$ cat config.mk
export PLATFORM = sky130hd
export DESIGN_NAME = alu_share_arbiter_flat
export DESIGN_NICKNAME = d
export VERILOG_FILES = /design/src/rtl/alu_share_arbiter_pkg.sv /design/src/rtl/alu_share_arbiter_if.sv /design/src/rtl/alu_share_arbiter_core.sv /design/src/rtl/alu_share_arbiter.sv /design/src/flat_wrapper.sv
export SDC_FILE = /design/constraint.sdc
export NUM_CORES = 1
export LEC_CHECK = 0
export ABC_AREA = 1
export ABC_CLOCK_PERIOD_IN_PS = 2250
export BUFFER_PORTS_ARGS = -buffer_cell sky130_fd_sc_hd__buf_4
export CAP_MARGIN = 20
export CORE_MARGIN = 8
export CORE_UTILIZATION = 30
export CTS_BUF_LIST = sky130_fd_sc_hd__clkbuf_16
export DETAILED_ROUTE_END_ITERATION = 10
export GPL_TIMING_DRIVEN = 0
export PLACE_DENSITY = 0.5
export SETUP_SLACK_MARGIN = 0.4
export SLEW_MARGIN = 40
export SYNTH_ARGS = -nofsm -noshare
export SYNTH_HDL_FRONTEND = slang
export SYNTH_SLANG_ARGS = --single-unit
$ cat constraint.sdc
create_clock -name clk -period 2.25 [get_ports clk]
set_clock_uncertainty 0.2 [all_clocks]
set_input_delay 0.45 -clock clk [delete_from_list [all_inputs] [get_ports clk]]
set_output_delay 0.45 -clock clk [all_outputs]
set_load 0.005 [all_outputs]
$ cat src/rtl/alu_share_arbiter_pkg.sv
// Shared types, constants and the round-robin pick for the shared-ALU arbiter.
package alu_pkg;

  localparam int ALU_W        = 16;
  localparam int MAX_REQ      = 8;
  localparam int FLAG_CARRY   = 0;
  localparam int FLAG_ILLEGAL = 1;

  typedef enum logic [2:0] {
    OP_ADD  = 3'b000,
    OP_MUL  = 3'b001,
    OP_SUB  = 3'b010,
    OP_AND  = 3'b011,
    OP_OR   = 3'b100,
    OP_XOR  = 3'b101,
    OP_NOT  = 3'b110,
    OP_RSVD = 3'b111
  } opcode_e;

  typedef enum logic [1:0] {
    ST_IDLE = 2'd0,
    ST_EXEC = 2'd1,
    ST_RESP = 2'd2
  } state_e;

  // First set bit of valid searching upward from last+1, wrapping modulo num.
  // Callers check that some bit is set; otherwise last is returned unchanged.
  function automatic int unsigned rr_pick(input logic [MAX_REQ-1:0] valid,
                                          input int unsigned last,
                                          input int unsigned num);
    int unsigned pick;
    int unsigned idx;
    logic        found;
    pick  = last;
    found = 1'b0;
    for (int unsigned off = 1; off <= MAX_REQ; off++) begin
      idx = (last + off) % num;
      if (!found && (off <= num) && valid[3'(idx)]) begin
        pick  = idx;
        found = 1'b1;
      end
    end
    return pick;
  endfunction

endpackage

$ cat src/rtl/alu_share_arbiter_if.sv
// Request/response bundle between the issuing engines and the shared-ALU arbiter.
interface alu_share_arbiter_if #(
  parameter int NUM_REQ = 4,
  parameter int WIDTH   = 16,
  parameter int ID_W    = $clog2(NUM_REQ)
);
  // Handshakes: a transfer happens on a rising edge where valid and ready are
  // both high; valid never waits on ready, and ready may depend on valid.
  logic [NUM_REQ-1:0]       req_valid;
  logic [NUM_REQ*3-1:0]     req_opcode;
  logic [NUM_REQ*WIDTH-1:0] req_a;
  logic [NUM_REQ*WIDTH-1:0] req_b;
  logic [NUM_REQ-1:0]       req_ready;
  logic                     rsp_valid;
  logic                     rsp_ready;
  logic [ID_W-1:0]          rsp_id;
  logic [WIDTH-1:0]         rsp_result;
  logic [1:0]               rsp_flags;

  modport master (
    output req_valid, req_opcode, req_a, req_b, rsp_ready,
    input  req_ready, rsp_valid, rsp_id, rsp_result, rsp_flags
  );

  modport slave (
    input  req_valid, req_opcode, req_a, req_b, rsp_ready,
    output req_ready, rsp_valid, rsp_id, rsp_result, rsp_flags
  );

endinterface

$ cat src/rtl/alu_share_arbiter_core.sv
// Purely combinational ALU: add/sub with carry/borrow, bitwise ops, illegal detect.
module alu_core
  import alu_pkg::*;
#(
  parameter int WIDTH = ALU_W
) (
  input  logic [WIDTH-1:0] a,
  input  logic [WIDTH-1:0] b,
  input  opcode_e          opcode,
  output logic [WIDTH-1:0] result,
  output logic             carry,
  output logic             illegal
);

  logic [WIDTH:0] sum;
  logic [WIDTH:0] diff;

  assign sum  = {1'b0, a} + {1'b0, b};
  // The extended difference goes negative exactly when a < b, so its top bit is the borrow.
  assign diff = {1'b0, a} - {1'b0, b};

  always_comb begin
    result  = '0;
    carry   = 1'b0;
    illegal = 1'b0;
    case (opcode)
      OP_ADD: begin
        result = sum[WIDTH-1:0];
        carry  = sum[WIDTH];
      end
      OP_SUB: begin
        result = diff[WIDTH-1:0];
        carry  = diff[WIDTH];
      end
      OP_AND:  result = a & b;
      OP_OR:   result = a | b;
      OP_XOR:  result = a ^ b;
      OP_NOT:  result = ~a;
      default: illegal = 1'b1;
    endcase
  end

endmodule

$ cat src/rtl/alu_share_arbiter.sv
// Round-robin arbiter sharing one registered ALU datapath between NUM_REQ requesters.
module alu_share_arbiter
  import alu_pkg::*;
#(
  parameter int NUM_REQ = 4,
  parameter int WIDTH   = ALU_W,
  parameter int ID_W    = $clog2(NUM_REQ)
) (
  input  logic                clk,
  input  logic                rst,
  alu_share_arbiter_if.slave  bus,
  output state_e              dbg_state
);

  state_e           state_q, state_d;
  logic [ID_W-1:0]  last_grant_q, last_grant_d;
  logic [ID_W-1:0]  rsp_id_q, rsp_id_d;
  opcode_e          op_q, op_d;
  logic [WIDTH-1:0] a_q, a_d;
  logic [WIDTH-1:0] b_q, b_d;
  logic [WIDTH-1:0] result_q, result_d;
  logic [1:0]       flags_q, flags_d;

  logic             any_valid;
  logic [ID_W-1:0]  grant_idx;
  logic [WIDTH-1:0] alu_result;
  logic             alu_carry;
  logic             alu_illegal;

  assign any_valid = |bus.req_valid;
  assign grant_idx = ID_W'(rr_pick(MAX_REQ'(bus.req_valid), 32'(last_grant_q), NUM_REQ));

  alu_core #(.WIDTH(WIDTH)) u_alu_core (
    .a       (a_q),
    .b       (b_q),
    .opcode  (op_q),
    .result  (alu_result),
    .carry   (alu_carry),
    .illegal (alu_illegal)
  );

  always_comb begin
    state_d       = state_q;
    last_grant_d  = last_grant_q;
    rsp_id_d      = rsp_id_q;
    op_d          = op_q;
    a_d           = a_q;
    b_d           = b_q;
    result_d      = result_q;
    flags_d       = flags_q;
    bus.req_ready = '0;
    case (state_q)
      ST_IDLE: begin
        // Gated by rst so no grant can be seen while reset is held.
        if (any_valid && !rst) begin
          bus.req_ready[grant_idx] = 1'b1;
          op_d         = opcode_e'(bus.req_opcode[3*int'(grant_idx) +: 3]);
          a_d          = bus.req_a[WIDTH*int'(grant_idx) +: WIDTH];
          b_d          = bus.req_b[WIDTH*int'(grant_idx) +: WIDTH];
          last_grant_d = grant_idx;
          rsp_id_d     = grant_idx;
          state_d      = ST_EXEC;
        end
      end
      ST_EXEC: begin
        result_d               = alu_result;
        flags_d                = '0;
        flags_d[FLAG_CARRY]    = alu_carry;
        flags_d[FLAG_ILLEGAL]  = alu_illegal;
        state_d                = ST_RESP;
      end
      ST_RESP: begin
        if (bus.rsp_ready) state_d = ST_IDLE;
      end
      default: state_d = ST_IDLE;
    endcase
  end

  always_ff @(posedge clk or posedge rst) begin
    if (rst) begin
      state_q      <= ST_IDLE;
      last_grant_q <= ID_W'(NUM_REQ - 1);
      rsp_id_q     <= '0;
      op_q         <= OP_ADD;
      a_q          <= '0;
      b_q          <= '0;
      result_q     <= '0;
      flags_q      <= '0;
    end else begin
      state_q      <= state_d;
      last_grant_q <= last_grant_d;
      rsp_id_q     <= rsp_id_d;
      op_q         <= op_d;
      a_q          <= a_d;
      b_q          <= b_d;
      result_q     <= result_d;
      flags_q      <= flags_d;
    end
  end

  assign bus.rsp_valid  = (state_q == ST_RESP);
  assign bus.rsp_id     = rsp_id_q;
  assign bus.rsp_result = result_q;
  assign bus.rsp_flags  = flags_q;
  assign dbg_state      = state_q;

endmodule

$ cat src/flat_wrapper.sv
// flat-port wrapper written by rule: the top's interface ports become plain ports
module alu_share_arbiter_flat import alu_pkg::*;
#(
  parameter int NUM_REQ = 4,
  parameter int WIDTH   = ALU_W,
  parameter int ID_W    = $clog2(NUM_REQ)
)
  (clk, rst, dbg_state, bus_req_valid, bus_req_opcode, bus_req_a, bus_req_b, bus_rsp_ready, bus_req_ready, bus_rsp_valid, bus_rsp_id, bus_rsp_result, bus_rsp_flags);
  alu_share_arbiter_if #(.NUM_REQ(NUM_REQ), .WIDTH(WIDTH), .ID_W(ID_W)) bus_i ();
  input  logic clk;
  input  logic rst;
  output state_e dbg_state;
  input wire logic [$bits(bus_i.req_valid)-1:0] bus_req_valid;
  input wire logic [$bits(bus_i.req_opcode)-1:0] bus_req_opcode;
  input wire logic [$bits(bus_i.req_a)-1:0] bus_req_a;
  input wire logic [$bits(bus_i.req_b)-1:0] bus_req_b;
  input wire logic [$bits(bus_i.rsp_ready)-1:0] bus_rsp_ready;
  output wire logic [$bits(bus_i.req_ready)-1:0] bus_req_ready;
  output wire logic [$bits(bus_i.rsp_valid)-1:0] bus_rsp_valid;
  output wire logic [$bits(bus_i.rsp_id)-1:0] bus_rsp_id;
  output wire logic [$bits(bus_i.rsp_result)-1:0] bus_rsp_result;
  output wire logic [$bits(bus_i.rsp_flags)-1:0] bus_rsp_flags;
  assign bus_i.req_valid = bus_req_valid;
  assign bus_i.req_opcode = bus_req_opcode;
  assign bus_i.req_a = bus_req_a;
  assign bus_i.req_b = bus_req_b;
  assign bus_i.rsp_ready = bus_rsp_ready;
  assign bus_req_ready = bus_i.req_ready;
  assign bus_rsp_valid = bus_i.rsp_valid;
  assign bus_rsp_id = bus_i.rsp_id;
  assign bus_rsp_result = bus_i.rsp_result;
  assign bus_rsp_flags = bus_i.rsp_flags;
  alu_share_arbiter #(.NUM_REQ(NUM_REQ), .WIDTH(WIDTH), .ID_W(ID_W)) u_core (.clk(clk), .rst(rst), .bus(bus_i), .dbg_state(dbg_state));
endmodule
==> impl_metrics.toml, run 1 <==
[outcome]
status = "finished, violations left"
violations = "negative setup slack"

[sta]
relSlewSlack_pct = 49.5
setup_ws_ns = -0.522
period_share_pct = 123
setup_viol = 39
grt_setup_unrepaired = "true"
hold_violations = 0
drv_slew = 0
worst_pin_slew_ns = 0.757
finalCriticalPeriod_ns = 2.77
max_freq_ghz = 0.361

[detailed_routing]
routed-via-count = 8150
post_drt_wl_per_cell_um = 17.1
drt-pass1-iter-count = 5
drc_errors = 0
routed_wl_um = 28200
first_iter_violations = 460
ant_nets = 0
vias_per_cell = 4.94

[logic_synthesis]
synth_top_family_by_area = "simple AND/OR/NAND/NOR gates"
syn_nets = 1289
synthXorXnorAreaFrac_pct = 0
synth_mux_area_share_pct = 0
synth_area_sq_um = 6460
syn_inst = 1087
synthAdderAreaFrac_pct = 10.9
yosysWarnings = 0
synth.distinct_cells = 34
yosys.area_share.simple_pct = 46.9
synth_area_per_cell_sq_um = 5.94
synth_compound_area_share_pct = 7.61
synthTopCellsByArea = "nand2_1 22%, dfrtp_1 22%, nand3_1 18%"
ys_seq_area_share_pct = 22.9
synth_top_area_share_pct = 22.3
ys_ff_latch = 59
yosys.area.top_type = "nand2_1"

[floorplanning]
placementRows = 53
die_w_um = 163
core_area_sq_um = 21100
dieArea_sq_um = 26500
ios = 174
start_util_pct = 30.6
fp.dieH_um = 163

[setup_path]
cp_data_required_time_ns = 1.60
startpoint_type = "register"
worstPathArrival_ns = 2.12
end_kind = "output port"
cp_max_fo = 7
crit_type = "reg2out"

[clock_tree]
cts_tree = "yes"
cts_root_buffer = "clkbuf_16"
clk_pin_slew_ns = 0.06
cts_sinks = 59
clk_latency_ns = 0.36
clockBufferDepth = 2
htreeDepth = 3
cts_buffers = 9

[finish]
fin_util_pct = 51.7
layout.nets = 1571
antenna_cells = 0
drive_gt1_share_pct = 46.9
syn_to_final_growth_pct = 68.9

[placement]
hpwlAfterDp_um = 21300
io_buffers = 173
routabilityCongestion = 0.880

[global_routing]
grt_max_degree = 24
grt_overflow = 0
grt_usage_pct = 20.8
antenna_found_initial = 0
grt_pass1_wl_um = 43800
grt_pass1_vias = 8104

[hold_path]
min-delay-path-class = "in2reg"

[run]
max_cap_violations = 0
[worst max-delay path, cell delays in order, from the launching register on]
cell     delay [ns]
dfstp_2        0.58
buf_6          0.14
nand2_2        0.06
nand2_4        0.08
nand2_4        0.07
nand2_4        0.10
inv_4          0.06
nand3_4        0.08
inv_2          0.05
nand2_2        0.07
nand2_4        0.07
nor2_4         0.12
inv_2          0.06
nor2_2         0.08
buf_4          0.12
[layout by cell type, fill, tap and decap left out, drive strengths merged]
cell type      n
a21o           2
bufinv         3
a41oi          1
nor3           4
o221ai         1
dfrtp         57
clkinvlp       3
o211ai         3
ha            53
nor2          56
inv          131
a21oi         31
nand4          7
clkbuf        28
o21ai         19
and3           1
dlygate4sd3    1
clkinv         1
fa             2
o22ai         24
buf          302
a22oi          1
dfstp          2
nand3b         1
nand3        239
nand2        395
o21bai         2
and2           2
a31oi          1
o31ai          1
[layout make-up]
type | count | area (sq um)
clock inverter | 7 | 124
sequential | 59 | 1500
multi-input combinational | 846 | 5500
tap | 275 | 344
buffer | 51 | 487
clock buffer | 9 | 225
fill | 2135 | 10200
timing repair buffer | 271 | 2190
inverter | 131 | 529
[state kept, by name, summed over array words and instances, names as in the netlist]
signal                 cells
u_core.bus.rsp_id          2
u_core.dbg_state           2
u_core.b_q                16
u_core.bus.rsp_flags       2
u_core.op_q                3
u_core.a_q                16
u_core.bus.rsp_result     16
u_core.last_grant_q        2
[synthesized netlist by cell type]
cell / n
clkbuf_1: 24
a21o_1: 2
nand3_2: 3
o22ai_1: 24
nor2_1: 55
fa_1: 2
nand3_1: 236
a41oi_1: 1
o21bai_1: 2
nand4_1: 7
and2_1: 2
o21ai_1: 1
a31oi_1: 1
buf_1: 3
buf_6: 6
dfrtp_1: 57
dfstp_2: 2
nor2_4: 1
ha_1: 53
nor3_1: 4
a21oi_1: 31
o221ai_1: 1
a22oi_1: 1
o21ai_0: 18
buf_4: 1
o211ai_1: 3
nand2_2: 12
buf_2: 17
and3_1: 1
nand3b_1: 1
inv_2: 8
o31ai_1: 1
inv_1: 123
nand2_1: 383
[what timing repair did]
item                                   4_1_cts  5_1_grt
pin swaps                                   86       89
hold buffers                                 1        0
gates cloned                                 2        0
resized for setup                          229      148
endpoints found under the hold margin       12        0
buffers inserted                            64       29
setup endpoints to repair                   62       62
[path summary, 6_finish.rpt]
path / depth (start not counted) / endpoint / startpoint / slack (ns)
worst max-delay path: 14 / bus_req_ready[0] / u_core.last_grant_q[0] / -0.52
worst min-delay path: 2 / u_core.dbg_state[1] / bus_rsp_ready / 0.09
worst max register to register: 17 / u_core.a_q[4] / u_core.last_grant_q[0] / -0.29
worst min register to register: 2 / u_core.bus.rsp_result[9] / u_core.bus.rsp_result[9] / 0.27
max in group asynchronous: 4 / u_core.a_q[12] / rst / 0.88
min in group asynchronous: 3 / u_core.b_q[1] / rst / 0.50
[kinds of logic (layout without fill, tap and decap cells)]
| logic type | after synthesis | in the layout |
|---|---|---|
| simple gates | 705 | 705 |
| buf+inv | 182 | 469 |
| flops | 59 | 59 |
| compound gates | 86 | 86 |
| fa+ha+maj | 55 | 55 |
[per-stage QoR]
step	setup slack, ns	setup TNS, ns	instances	area, sq um	hold WS [ns]
after global placement	-0.428	-8.14	1535	8450	0.264
after detailed placement	-0.441	-7.71	1537	8500	0.266
after global routing	-0.614	-12.61	1649	10900	0.129
final	-0.522	-7.86	1649	10900	0.0854
after floorplan	-0.0460	-0.140	1087	6810	0.272
after CTS	-0.517	-7.86	1620	10100	0.0781
[layer usage]
layer	vias to the layer above	part of all wire [%]	wire length, um	global-route usage, %
met5	-	0	0	0
met4	0	1.5	437	5.71
met3	25	6.5	1830	4.95
met2	226	47	13300	33.5
met1	3793	45	12700	27.3
li1	4106	-	-	-
Power of run 1 is left out: the tool's default activity adds up to more than one toggle a clock period on the data nets, which glitch-free logic cannot reach.
==> run 2: changes to the inputs <==
--- a/config.mk
+++ b/config.mk
@@ -7,7 +7,7 @@
 export LEC_CHECK = 0
 export ABC_AREA = 1
 export ABC_CLOCK_PERIOD_IN_PS = 2250
-export BUFFER_PORTS_ARGS = -buffer_cell sky130_fd_sc_hd__buf_4
+export BUFFER_PORTS_ARGS = -buffer_cell sky130_fd_sc_hd__clkbuf_2
 export CAP_MARGIN = 20
 export CORE_MARGIN = 8
 export CORE_UTILIZATION = 30
==> impl_metrics.toml, run 2 (synthesis results as in run 1) <==
[outcome]
status = "finished, violations left"
violations = "negative setup slack"

[floorplanning]
fp.dieH_um = 163
die_w_um = 163
ios = 174
placementRows = 53
start_util_pct = 30.6
dieArea_sq_um = 26500
core_area_sq_um = 21100

[global_routing]
grt_max_degree = 24
antenna_found_initial = 1
grt_pass1_vias = 8202
grt_usage_pct = 20.6
grt_overflow = 0
grt_pass1_wl_um = 43300

[placement]
io_buffers = 173
hpwlAfterDp_um = 21200
routabilityCongestion = 0.877
placed_area_sq_um = 8060

[run]
max_cap_violations = 0

[clock_tree]
cts_tree = "yes"
cts_root_buffer = "clkbuf_16"
cts_sinks = 59
clk_latency_ns = 0.34
htreeDepth = 3
cts_buffers = 9
clockBufferDepth = 2
clk_pin_slew_ns = 0.06

[finish]
final_common_cell = "nand2_1"
syn_to_final_growth_pct = 59.2
layout.nets = 1576
drive_gt1_share_pct = 43.9
fillers = 2190
stdcell_area_sq_um = 10300
seq_area_sq_um = 1490
fin_util_pct = 48.8
multi_input_area_sq_um = 5350
antenna_cells = 0
final_cell_mix = "313 x nand2_1, 190 x nand3_1, 173 x clkbuf_2"

[detailed_routing]
drc_errors = 0
routed-via-count = 8117
post_drt_wl_per_cell_um = 16.8
first_iter_violations = 516
drt-pass1-iter-count = 5
wl_met2_um = 13300
ant_nets = 0
wl_met3_um = 1520
dr.max_layer_used = "met5"
drt-met1-wl_um = 12500
routed_wl_um = 27800
vias_per_cell = 4.91

[sta]
grt_setup_unrepaired = "true"
setup_ws_ns = -0.529
setup_viol = 39
worst_pin_slew_ns = 0.653
period_share_pct = 124
max_freq_ghz = 0.360
hold_violations = 0
tns_ns = -5.94
relSlewSlack_pct = 56.4
finalCriticalPeriod_ns = 2.78
drv_slew = 0

[setup_path]
cp_max_fo = 7
worstPathArrival_ns = 2.13
startpoint_type = "register"
end_kind = "output port"
crit_type = "reg2out"
cp_data_required_time_ns = 1.60

[hold_path]
min-delay-path-class = "in2reg"
==> run 2: cell count changes in the layout (fill, tap and decap cells not counted), sizes merged <==
cell	delta
clkbuf	+174
buf	-170
clkinv	+4
bufinv	-2
inv	-2
bufbuf	+1
==> run 2: repair_timing <==
item	CTS	global route
setup endpoints to repair	62	60
setup buffers	76	20
gates resized for setup	217	121
pin swaps	102	79
hold buffers	1	0
hold endpoints to repair	14	0
gates cloned	2	2
==> run 2: final cells by class <==
class / instances / share of cell area (%)
timing repair buffer: 276 / 17.4
tap: 275 / 3.35
multi-input combinational: 846 / 52.0
buffer: 51 / 4.61
inverter: 131 / 5.22
sequential: 59 / 14.5
clock buffer: 9 / 2.19
clock inverter: 7 / 0.669
==> run 2: routing by layer <==
metal / vias up / track usage (%)
met5: - / 0
met4: 2 / 5.46
met3: 36 / 4.15
met2: 242 / 34.6
met1: 3732 / 26.2
li1: 4105 / -
==> run 2: stage by stage <==
stage	cells	setup WS (ns)	hold WS (ns)
3_5_place_dp	1537	-0.431	0.268
4_1_cts	1632	-0.519	0.0783
2_1_floorplan	1087	-0.0460	0.272
6_report	1654	-0.529	0.0938
3_3_place_gp	1535	-0.431	0.264
5_1_grt	1654	-0.623	0.109
==> run 2: path summary, 6_finish.rpt <==
kind                       cells after the start  slack, ns                     from                   endpoint
setup / recovery                              14      -0.53   u_core.last_grant_q[0]           bus_req_ready[2]
hold / removal                                 2       0.09            bus_rsp_ready        u_core.dbg_state[1]
setup reg to reg                              14      -0.17   u_core.last_grant_q[0]              u_core.a_q[9]
hold reg to reg                                2       0.27  u_core.bus.rsp_flags[0]    u_core.bus.rsp_flags[0]
max in group asynchronous                      4       0.87                      rst  u_core.bus.rsp_result[11]
min in group asynchronous                      3       0.50                      rst       u_core.bus.rsp_id[0]
==> run 2: worst max-delay path, cell delays in order, from the launching register on <==
cell     delay, ns
dfstp_2       0.58
buf_8         0.15
nand2_4       0.05
nand2_4       0.09
nand2_4       0.07
nand2_4       0.10
inv_4         0.06
nand3_4       0.10
inv_4         0.06
nand2_4       0.08
nand2_8       0.06
nor2_4        0.13
inv_4         0.06
nor2_4        0.08
buf_6         0.10
Power of run 2 is left out for the same reason.
